--- config.mk ---
export PLATFORM = sky130hd
export DESIGN_NAME = axi_rd_arbiter
export DESIGN_NICKNAME = d
export VERILOG_FILES = /design/src/rtl/axi_rd_arbiter.sv
export SDC_FILE = /design/constraint.sdc
export NUM_CORES = 1
export LEC_CHECK = 0
export BUFFER_PORTS_ARGS = -buffer_cell sky130_fd_sc_hd__clkbuf_2
export CAP_MARGIN = 10
export CELL_PAD_IN_SITES_DETAIL_PLACEMENT = 0
export CELL_PAD_IN_SITES_GLOBAL_PLACEMENT = 2
export CORE_AREA = 2 2 212 214
export CTS_BUF_LIST = sky130_fd_sc_hd__clkbuf_16
export DETAILED_ROUTE_END_ITERATION = 12
export DIE_AREA = 0 0 214 216
export PLACE_DENSITY_LB_ADDON = 0.1
export SLEW_MARGIN = 20
export SYNTH_ARGS = -nofsm -noshare
export SYNTH_HDL_FRONTEND = slang
export SYNTH_SLANG_ARGS = --single-unit
--- constraint.sdc ---
create_clock -name clk -period 3.5 [get_ports clk]
set_input_delay 0.875 -clock clk [delete_from_list [all_inputs] [get_ports clk]]
set_output_delay 0.875 -clock clk [all_outputs]
set_load 0.02 [all_outputs]
--- src/rtl/axi_rd_arbiter.sv ---
// Two-master AXI read-channel arbiter sharing one slave port.
// Round-robin grant per burst, with exactly one burst outstanding at a time.
module axi_rd_arbiter #(
    parameter int ID_WIDTH   = 10,
    parameter int ADDR_WIDTH = 64,
    parameter int DATA_WIDTH = 64,
    parameter int USER_WIDTH = 6
) (
    input  logic                  clk,
    input  logic                  rstn,

    input  logic [ID_WIDTH-1:0]   s0_axi_arid,
    input  logic [ADDR_WIDTH-1:0] s0_axi_araddr,
    input  logic [7:0]            s0_axi_arlen,
    input  logic [2:0]            s0_axi_arsize,
    input  logic [1:0]            s0_axi_arburst,
    input  logic [USER_WIDTH-1:0] s0_axi_aruser,
    input  logic                  s0_axi_arvalid,
    output logic                  s0_axi_arready,
    output logic [ID_WIDTH-1:0]   s0_axi_rid,
    output logic [DATA_WIDTH-1:0] s0_axi_rdata,
    output logic [1:0]            s0_axi_rresp,
    output logic                  s0_axi_rlast,
    output logic [USER_WIDTH-1:0] s0_axi_ruser,
    output logic                  s0_axi_rvalid,
    input  logic                  s0_axi_rready,

    input  logic [ID_WIDTH-1:0]   s1_axi_arid,
    input  logic [ADDR_WIDTH-1:0] s1_axi_araddr,
    input  logic [7:0]            s1_axi_arlen,
    input  logic [2:0]            s1_axi_arsize,
    input  logic [1:0]            s1_axi_arburst,
    input  logic [USER_WIDTH-1:0] s1_axi_aruser,
    input  logic                  s1_axi_arvalid,
    output logic                  s1_axi_arready,
    output logic [ID_WIDTH-1:0]   s1_axi_rid,
    output logic [DATA_WIDTH-1:0] s1_axi_rdata,
    output logic [1:0]            s1_axi_rresp,
    output logic                  s1_axi_rlast,
    output logic [USER_WIDTH-1:0] s1_axi_ruser,
    output logic                  s1_axi_rvalid,
    input  logic                  s1_axi_rready,

    output logic [ID_WIDTH-1:0]   m_axi_arid,
    output logic [ADDR_WIDTH-1:0] m_axi_araddr,
    output logic [7:0]            m_axi_arlen,
    output logic [2:0]            m_axi_arsize,
    output logic [1:0]            m_axi_arburst,
    output logic [USER_WIDTH-1:0] m_axi_aruser,
    output logic                  m_axi_arvalid,
    input  logic                  m_axi_arready,
    input  logic [ID_WIDTH-1:0]   m_axi_rid,
    input  logic [DATA_WIDTH-1:0] m_axi_rdata,
    input  logic [1:0]            m_axi_rresp,
    input  logic                  m_axi_rlast,
    input  logic [USER_WIDTH-1:0] m_axi_ruser,
    input  logic                  m_axi_rvalid,
    output logic                  m_axi_rready,

    output logic                  err_len
);

    typedef enum logic [1:0] {
        ST_IDLE = 2'd0,
        ST_ADDR = 2'd1,
        ST_DATA = 2'd2
    } state_e;

    state_e                  state_q;
    logic                    last_grant_q;
    logic                    grant_q;
    logic [7:0]              beat_cnt_q;
    logic [7:0]              beat_cnt_d;
    logic                    err_len_q;
    logic                    arvalid_q;
    logic [ID_WIDTH-1:0]     arid_q;
    logic [ADDR_WIDTH-1:0]   araddr_q;
    logic [7:0]              arlen_q;
    logic [2:0]              arsize_q;
    logic [1:0]              arburst_q;
    logic [USER_WIDTH-1:0]   aruser_q;

    logic idle_s;
    logic data_s;
    logic win1_s;
    logic ar_hs_s;
    logic r_hs_s;
    logic len_err_s;

    // Outputs are gated by rstn so nothing handshakes while reset is held.
    assign idle_s  = rstn && (state_q == ST_IDLE);
    assign data_s  = rstn && (state_q == ST_DATA);

    // Master 1 wins if alone, or if both request and master 0 was served last.
    assign win1_s  = s1_axi_arvalid && (!s0_axi_arvalid || !last_grant_q);

    assign s0_axi_arready = idle_s && s0_axi_arvalid && !win1_s;
    assign s1_axi_arready = idle_s && win1_s;
    assign ar_hs_s        = s0_axi_arready || s1_axi_arready;

    assign m_axi_arid    = arid_q;
    assign m_axi_araddr  = araddr_q;
    assign m_axi_arlen   = arlen_q;
    assign m_axi_arsize  = arsize_q;
    assign m_axi_arburst = arburst_q;
    assign m_axi_aruser  = aruser_q;
    assign m_axi_arvalid = arvalid_q;

    assign s0_axi_rid    = m_axi_rid;
    assign s0_axi_rdata  = m_axi_rdata;
    assign s0_axi_rresp  = m_axi_rresp;
    assign s0_axi_rlast  = m_axi_rlast;
    assign s0_axi_ruser  = m_axi_ruser;
    assign s1_axi_rid    = m_axi_rid;
    assign s1_axi_rdata  = m_axi_rdata;
    assign s1_axi_rresp  = m_axi_rresp;
    assign s1_axi_rlast  = m_axi_rlast;
    assign s1_axi_ruser  = m_axi_ruser;

    assign s0_axi_rvalid = data_s && !grant_q && m_axi_rvalid;
    assign s1_axi_rvalid = data_s &&  grant_q && m_axi_rvalid;
    assign m_axi_rready  = data_s && (grant_q ? s1_axi_rready : s0_axi_rready);
    assign r_hs_s        = m_axi_rvalid && m_axi_rready;

    assign beat_cnt_d = (beat_cnt_q == 8'hFF) ? 8'hFF : (beat_cnt_q + 8'd1);
    assign len_err_s  = (m_axi_rlast && (beat_cnt_q != arlen_q)) ||
                        (!m_axi_rlast && (beat_cnt_q == arlen_q));

    assign err_len = err_len_q;

    // Arbitration FSM, AR payload register, beat counter and sticky length error.
    always_ff @(posedge clk) begin
        if (!rstn) begin
            state_q      <= ST_IDLE;
            last_grant_q <= 1'b1;
            grant_q      <= 1'b0;
            beat_cnt_q   <= 8'd0;
            err_len_q    <= 1'b0;
            arvalid_q    <= 1'b0;
            arid_q       <= '0;
            araddr_q     <= '0;
            arlen_q      <= 8'd0;
            arsize_q     <= 3'd0;
            arburst_q    <= 2'd0;
            aruser_q     <= '0;
        end else begin
            case (state_q)
                ST_IDLE: begin
                    if (ar_hs_s) begin
                        grant_q    <= win1_s;
                        arid_q     <= win1_s ? s1_axi_arid    : s0_axi_arid;
                        araddr_q   <= win1_s ? s1_axi_araddr  : s0_axi_araddr;
                        arlen_q    <= win1_s ? s1_axi_arlen   : s0_axi_arlen;
                        arsize_q   <= win1_s ? s1_axi_arsize  : s0_axi_arsize;
                        arburst_q  <= win1_s ? s1_axi_arburst : s0_axi_arburst;
                        aruser_q   <= win1_s ? s1_axi_aruser  : s0_axi_aruser;
                        beat_cnt_q <= 8'd0;
                        arvalid_q  <= 1'b1;
                        state_q    <= ST_ADDR;
                    end
                end
                ST_ADDR: begin
                    if (m_axi_arready) begin
                        arvalid_q <= 1'b0;
                        state_q   <= ST_DATA;
                    end
                end
                ST_DATA: begin
                    if (r_hs_s) begin
                        beat_cnt_q <= beat_cnt_d;
                        if (len_err_s) begin
                            err_len_q <= 1'b1;
                        end
                        // Only rlast ends a burst; the counter is diagnostic.
                        if (m_axi_rlast) begin
                            last_grant_q <= grant_q;
                            state_q      <= ST_IDLE;
                        end
                    end
                end
                default: begin
                    arvalid_q <= 1'b0;
                    state_q   <= ST_IDLE;
                end
            endcase
        end
    end

endmodule
==> results, run 1 <==
- The boundary pin count is 543.
- The die boundary height is 216 um.
- Setup violations remaining at the end of the flow were counted as 0.
- In this run, distinct cell masters in the synthesized netlist total 38.
- The peak supply drop is 0.183 mV.
- The routed wire length is 21200 um.
- Once layout is complete, the utilization of the core stands at 17.2%.
- After clock tree synthesis, the flow added hold-fix buffers numbering 0.
- In this design, the stage delay of the slowest critical-path cell is 0.28 ns.
- The prevailing post-synth register cell is sky130_fd_sc_hd__dfxtp_1.
- 0 antenna diodes ended up in the layout.
- For the final database, setup skew stands at 0.0111 ns.
- In this run the horizontal extent of the chip is 214 um.
- The kind of cell with the highest combined delay along the critical path is buffers and inverters.
- Across the whole layout, storage elements account for 0.00214 sq mm.
- Clock-pin slew was measured on the worst setup and hold paths at 0.08 ns.
- The flow ran to the end, and the final reports show no timing, DRC or antenna violations.
- TritonCTS built the clock tree.
- The critical path required time is 2.62 ns.
- Synthesis inferred 107 register bits.
- The count of nets left with antenna violations once routing finished came out at 0.
- The fraction of final layout cells sized beyond drive strength 1 is 46.4%.
- Traced cell by cell, the critical path runs through clkbuf_2, buf_4, nand4b_1, nor2_1, clkbuf_2.
- After synthesis the cells add up to 0.00640 sq mm.
- Once layout is done, the placed cells without fillers occupy 0.00756 sq mm.
- The tree built by TritonCTS fans out to 107 sinks.
- Along the worst path, the maximum fanout reaches 11.
- The largest net degree at the start of global routing is 57.
- The final critical-path required period is 2.71 ns.
- The net count after synthesis is 961.
- The async set-or-reset flop fraction in the synthesized netlist is 0%.
- The max capacitance violation total is 0.
- The most numerous cell type found on the critical path is sky130_fd_sc_hd__clkbuf_2.
- The first global-routing pass estimated 31900 um of wire.
- The footprint of the multi-input gates is 0.00271 sq mm.
- The via count of the first global-routing pass is 5050.
- In the finished design, the share of the clock period the worst path needs comes to 77.5%.
- The count of flip-flops with a built-in enable after synthesis is 0.
- In this run the tightest slew margin relative to its limit is 64.4%.
- Row generation in the floorplan step produced 77 rows.
- The kind of end point of the critical path is a primary output.
- At the later pin of the worst-skew pair, clock insertion delay measures 0.38 ns.
- The max-slew violation count is 0.
- Summing the sequential cell areas from Yosys gives 33.5% of the chip area.
- In this run, CTS created clock tree buffers numbering 9.
- The worst setup path is of the in -> out kind.
- The number of instances resized during post-cts repair is 0.
- The number of hold violations in the final report came to 0.
- The worst hold slack is 0.472 ns.
- Power spread over the standard cell area amounts to 439 mW/mm^2.
- At the end of routability-driven placement, the weighted congestion stood at 0.646.
- The cell with the largest stage delay on the worst path is sky130_fd_sc_hd__nand4b_1.
- The worst path arrival time is 1.84 ns.
- The number of I/O port buffers is 296.
- The number of buffers and inverters on the critical path is 3.
- After the first detailed-routing iteration, the DRC count stood at 106.
- The total number of nets in the final design is 1071.
- At the pin with the least slew margin, the transition time is 0.530 ns.
- The detailed-router iteration count before antenna repair is 4.
- The tree is rooted in a sky130_fd_sc_hd__clkbuf_16.
- After synthesis, the mean cell area works out to 9.36 sq um.
- The die covers 0.0462 sq mm.
- STA classifies the critical path startpoint as a primary input.
- The overflow left after global routing is 0.
- The number of placed cells counting well taps is 1374.
- The peak clock frequency supported by timing is 369 MHz.
- After detailed routing, the number of vias per cell comes to 3.45.
- Once placement finished, the instance area stood at 0.00726 sq mm.
- The via count is 4800.
- Setup repair after global routing left no endpoint under its margin.
- For this run, the number of Yosys warnings is 0.
- The H-tree generated during clock tree synthesis spans 3 levels.
- The number of standard cells after synthesis is 683.
- The type of the most critical hold path is reg -> reg.
- The post-route non-filler standard cell count is 1390.
- The area inside the core boundary is 0.0438 sq mm.
- The setup TNS is 0 ns.
- The aggregate global-route resource usage is 9.09%.
- The clock passes through at most 2 buffers.
- In the final routed layout, each cell accounts on average for 15.2 um.
- The buffers inserted during post-CTS setup optimization is 0.
- Once detailed placement completed, the half-perimeter wirelength came to 16500 um.
- The initial core utilization is 14.6%.
- For this design the static power due to leakage is 3.28 nW.
- The initial antenna violation count is 0.
- The area growth from synthesis to layout is 18.1%.
- The filler cells instantiated in the layout total 4955.
- After detailed routing, the number of remaining DRC violations is 0.
-- per-stage QoR --
stage | total power, W | setup WS [ns]
global route | 0.00357 | 0.724
global placement | 0.00227 | 0.774
detailed placement | 0.00227 | 0.758
CTS | 0.00346 | 0.749
floorplan | 0.00221 | 0.825
finish | 0.00332 | 0.787
-- cell type report --
| class | count | area share (%) |
|---|---|---|
| multi-input combinational | 362 | 35.9 |
| sequential | 107 | 28.3 |
| timing repair buffer | 309 | 21.7 |
| tap | 592 | 9.80 |
| clock buffer | 9 | 2.98 |
| clock inverter | 7 | 0.994 |
| inverter | 4 | 0.232 |
-- placed cells by master (no fill, tap or decap), types with 2 or more instances in the layout --
cell	count
sky130_fd_sc_hd__a211oi_1	55
sky130_fd_sc_hd__a211oi_2	40
sky130_fd_sc_hd__a21oi_1	5
sky130_fd_sc_hd__a32o_1	4
sky130_fd_sc_hd__a41o_1	2
sky130_fd_sc_hd__and3_1	4
sky130_fd_sc_hd__buf_12	5
sky130_fd_sc_hd__buf_4	8
sky130_fd_sc_hd__clkbuf_16	9
sky130_fd_sc_hd__clkbuf_2	296
sky130_fd_sc_hd__dfxtp_1	107
sky130_fd_sc_hd__inv_1	4
sky130_fd_sc_hd__inv_6	2
sky130_fd_sc_hd__mux2i_1	94
sky130_fd_sc_hd__nand2_1	10
sky130_fd_sc_hd__nand3_1	5
sky130_fd_sc_hd__nand4_1	2
sky130_fd_sc_hd__nor2_1	104
sky130_fd_sc_hd__nor4_1	2
sky130_fd_sc_hd__o21ai_0	8
sky130_fd_sc_hd__o21ai_1	2
sky130_fd_sc_hd__xor2_1	8
-- sequential cells by signal, summed over array words and instances, names as in the netlist --
| name | flops |
|---|---|
| m_axi_arsize | 3 |
| m_axi_arburst | 2 |
| err_len | 1 |
| m_axi_aruser | 6 |
| grant_q | 1 |
| m_axi_arvalid | 1 |
| beat_cnt_q | 8 |
| m_axi_arid | 10 |
| m_axi_arlen | 8 |
| last_grant_q | 1 |
| state_q | 2 |
| m_axi_araddr | 64 |
-- tightest hold or removal path, stage by stage (launching register included) --
cell                      delay, ns
sky130_fd_sc_hd__dfxtp_1       0.32
sky130_fd_sc_hd__nand3_1       0.06
sky130_fd_sc_hd__nand2_1       0.05
-- cell usage after synthesis (all sizes together) (2+ instances only) --
cell type	instances	area, sq um
a21oi	5	25.0
a41o	2	20.0
buf	198	1490
dfxtp	107	2140
mux2i	94	941
or2	2	12.5
and2	2	12.5
nand3	5	25.0
a211oi	95	913
o21ai	10	50.1
nand2	10	37.5
inv	4	15.0
nor4	2	12.5
xor2	8	70.1
nor2	104	390
nand4	2	12.5
clkbuf	12	45.0
and3	4	25.0
a32o	4	40.0
-- report_power, final --
group / switching, W / internal (W) / total, W
sequential: 0.0000667 / 0.00133 / 0.00140
combinational: 0.000489 / 0.000327 / 0.000815
clock: 0.000546 / 0.000564 / 0.00111
total: 0.00110 / 0.00222 / 0.00332
-- metal layers --
metal	GRT usage [%]	vias up	share of wire, %
li1	-	2441	-
met1	10.5	2057	42
met2	14.7	241	46
met3	3.38	61	8.5
met4	4.69	0	3.0
met5	0.104	-	0
-- path summary, 6_finish.rpt --
| check | from | endpoint | slack, ns | cells past startpoint |
|---|---|---|---|---|
| setup / recovery | rstn | s0_axi_rvalid | 0.79 | 5 |
| hold / removal | m_axi_arvalid | m_axi_arvalid | 0.47 | 2 |
| setup reg to reg | state_q[1] | m_axi_araddr[24] | 1.55 | 5 |
| hold reg to reg | m_axi_arvalid | m_axi_arvalid | 0.47 | 2 |
-- cell families (layout without fill, tap and decap cells) --
logic type	Yosys count	in the layout	share of synthesized area, %
flops	107	107	33.5
simple gates	137	137	9.02
fa+ha+maj	1	1	0.196
xor+xnor	8	8	1.10
compound gates	122	122	17.2
buf+inv	214	329	24.3
mux	94	94	14.7
Note: power is estimated with default switching activity, not from simulation.
==> run 2: changes to the inputs <==
--- a/config.mk
+++ b/config.mk
@@ -9,10 +9,10 @@
 export CAP_MARGIN = 10
 export CELL_PAD_IN_SITES_DETAIL_PLACEMENT = 0
 export CELL_PAD_IN_SITES_GLOBAL_PLACEMENT = 2
-export CORE_AREA = 2 2 212 214
+export CORE_AREA = 2 2 211 213
 export CTS_BUF_LIST = sky130_fd_sc_hd__clkbuf_16
 export DETAILED_ROUTE_END_ITERATION = 12
-export DIE_AREA = 0 0 214 216
+export DIE_AREA = 0 0 213 215
 export PLACE_DENSITY_LB_ADDON = 0.1
 export SLEW_MARGIN = 20
 export SYNTH_ARGS = -nofsm -noshare
==> constraint.sdc (replaced) <==
create_clock -name clk -period 2.7 [get_ports clk]
set_input_delay 0.675 -clock clk [delete_from_list [all_inputs] [get_ports clk]]
set_output_delay 0.675 -clock clk [all_outputs]
set_load 0.02 [all_outputs]
==> results, run 2 (synthesis results as in run 1) <==
- The count of hold buffers inserted by post-cts repair is 0.
- The max-slew violation count is 0.
- Measured along the x axis, the die boundary spans 213 um.
- The final design utilization is 17.5%.
- The worst path meets setup with 0.511 ns of slack.
- The post-route clock period utilization is 81.1%.
- The tree is rooted in a sky130_fd_sc_hd__clkbuf_16.
- Gates resized during post-CTS repair numbered 0.
- Traced cell by cell, the critical path runs through nand4b_1, nor2_1, clkbuf_2.
- The final estimated routing congestion in global placement is 0.635.
- Cells with a size suffix above 1 make up 46.8% of the layout.
- In the global route stage, overall resource usage came out at 9.45%.
- The element type at the critical path start is a flop.
- The die is 215 um tall.
- The setup TNS is 0 ns.
- Leaving out fill and tap cells, the most frequent cells in the layout are sky130_fd_sc_hd__clkbuf_2, sky130_fd_sc_hd__dfxtp_1, sky130_fd_sc_hd__nor2_1.
- The cell area after placement is 0.00738 sq mm.
- The family with the most delay on the worst path is flip-flops.
- The detailed-router iteration count before antenna repair is 4.
- The number of I/O port buffers is 296.
- The most common cell after layout, fill and taps aside is sky130_fd_sc_hd__clkbuf_2.
- After detailed routing, the number of vias per cell comes to 3.50.
- The initial antenna violation count is 0.
- The clock arrives with 0.0105 ns of skew.
- The area growth from synthesis to layout is 19.4%.
- The power density relative to cell area is 551 mW/mm^2.
- For this run, design rule violations remaining after detail routing come to 0.
- The actual transition at the worst max-transition pin is 0.534 ns.
- The register with the most flip-flops in the layout has 64 of them.
- After layout, the minimum clock period comes to 2.19 ns.
- The wire-length estimate of the detail-placed layout is 17200 um.
- The number of hold violations in the final report came to 0.
- The number of antenna repair diodes is 0.
- The flow ran to the end, and the final reports show no timing, DRC or antenna violations.
- The number of setup buffers added after CTS is 0.
- The maximum number of buffers from clock root to sink is 2.
- The first routing iteration left 109 violations.
- The overflow left after global routing is 0.
- Entering global routing, the biggest net connects 47 pins.
- In this design, the stage delay of the slowest critical-path cell is 0.48 ns.
- The remaining max-slew budget at the tightest pin is 64.0%.
- Once detail routing completed, the nets flagged for antenna violations numbered 0.
- The peak clock frequency supported by timing is 457 MHz.
- The final total power is 0.00421 W.
- Setup repair after global routing left no endpoint under its margin.
- The later-pin clock latency in the skew report is 0.37 ns.
- Clock-pin slew was measured on the worst setup and hold paths at 0.07 ns.
- Once layout is done, the placed cells without fillers occupy 0.00764 sq mm.
- The kind of end point of the critical path is a primary output.
- At the worst endpoint, the required time is 2.03 ns.
- The number of buffers and inverters on the critical path is 1.
- The via count of the first global-routing pass is 5141.
- In this run the static leakage power is 3.33 nW.
- The initial core utilization is 14.7%.
- In this run the count of I/O pins placed on the die edge is 543.
- The critical path is of the reg -> out type.
- Data arrives at the worst endpoint at 1.51 ns.
- IR analysis of the VDD net gives a maximum drop of 0.240 mV.
- The first global-routing pass estimated 32300 um of wire.
- After floorplanning, the core was divided into 77 placement rows.
- The H-tree was split into 3 levels.
- The final routed wire length divided by cell count is 15.7 um.
- The final layout contains routed wiring with a total length of 21900 um.
- Setup violations remaining at the end of the flow were counted as 0.
- The die covers 0.0458 sq mm.
- In this run the worst path has a maximum fanout of 7.
- The tightest min-delay check is of the reg -> reg type.
- The routed layout has 4893 vias.
- TritonCTS built the clock tree.
- On the critical path, the stage with the largest delay is an instance of sky130_fd_sc_hd__dfxtp_1.
- At the placement stage, the worst setup path has a slack of 0.515 ns.
- The tree built by TritonCTS fans out to 107 sinks.
- The number of clock buffers added by TritonCTS is 9.
- The total number of nets in the final design is 1082.
- The total area inside the core boundary comes to 0.0436 sq mm.
- The tool flagged a number of max-cap violations equal to 0.
run 2: layout make-up:
type / count / area [sq um]
Sequential cell: 107 / 2140
Clock inverter: 6 / 36.3
Fill cell: 4991 / 36000
Inverter: 4 / 17.5
Multi-Input combinational cell: 362 / 2710
Tap cell: 592 / 741
Clock buffer: 9 / 225
Timing Repair Buffer: 320 / 1760
run 2: final timing paths:
| check | start | to | slack [ns] | cells after the start |
|---|---|---|---|---|
| worst min-delay path | m_axi_arvalid | m_axi_arvalid | 0.46 | 2 |
| worst max register to register | grant_q | beat_cnt_q[3] | 0.89 | 4 |
| worst min register to register | m_axi_arvalid | m_axi_arvalid | 0.46 | 2 |
| worst max-delay path | state_q[1] | s1_axi_rvalid | 0.51 | 3 |
run 2: routing by layer:
layer	vias up	wire (um)	global-route usage [%]
met1	2130	8940	10.5
met5	-	0	0
met3	75	1750	2.95
met4	0	694	4.80
met2	229	10500	16.1
li1	2459	-	-
run 2: tightest hold or removal path, stage by stage, from the launching register on:
cell and delay [ns]:
sky130_fd_sc_hd__dfxtp_1 0.31, sky130_fd_sc_hd__nand3_1 0.06, sky130_fd_sc_hd__nand2_1 0.05
run 2: report_power, final:
part	internal, W	switching [W]
Combinational	0.000446	0.000640
Sequential	0.00172	0.0000912
Clock	0.000618	0.000694
run 2: per-stage QoR:
stage          hold WS [ns]  instances
6_report              0.459       1400
5_1_grt               0.518       1400
4_1_cts               0.466       1400
3_5_place_dp          0.453       1385
3_3_place_gp          0.457       1385
2_1_floorplan         0.450        683
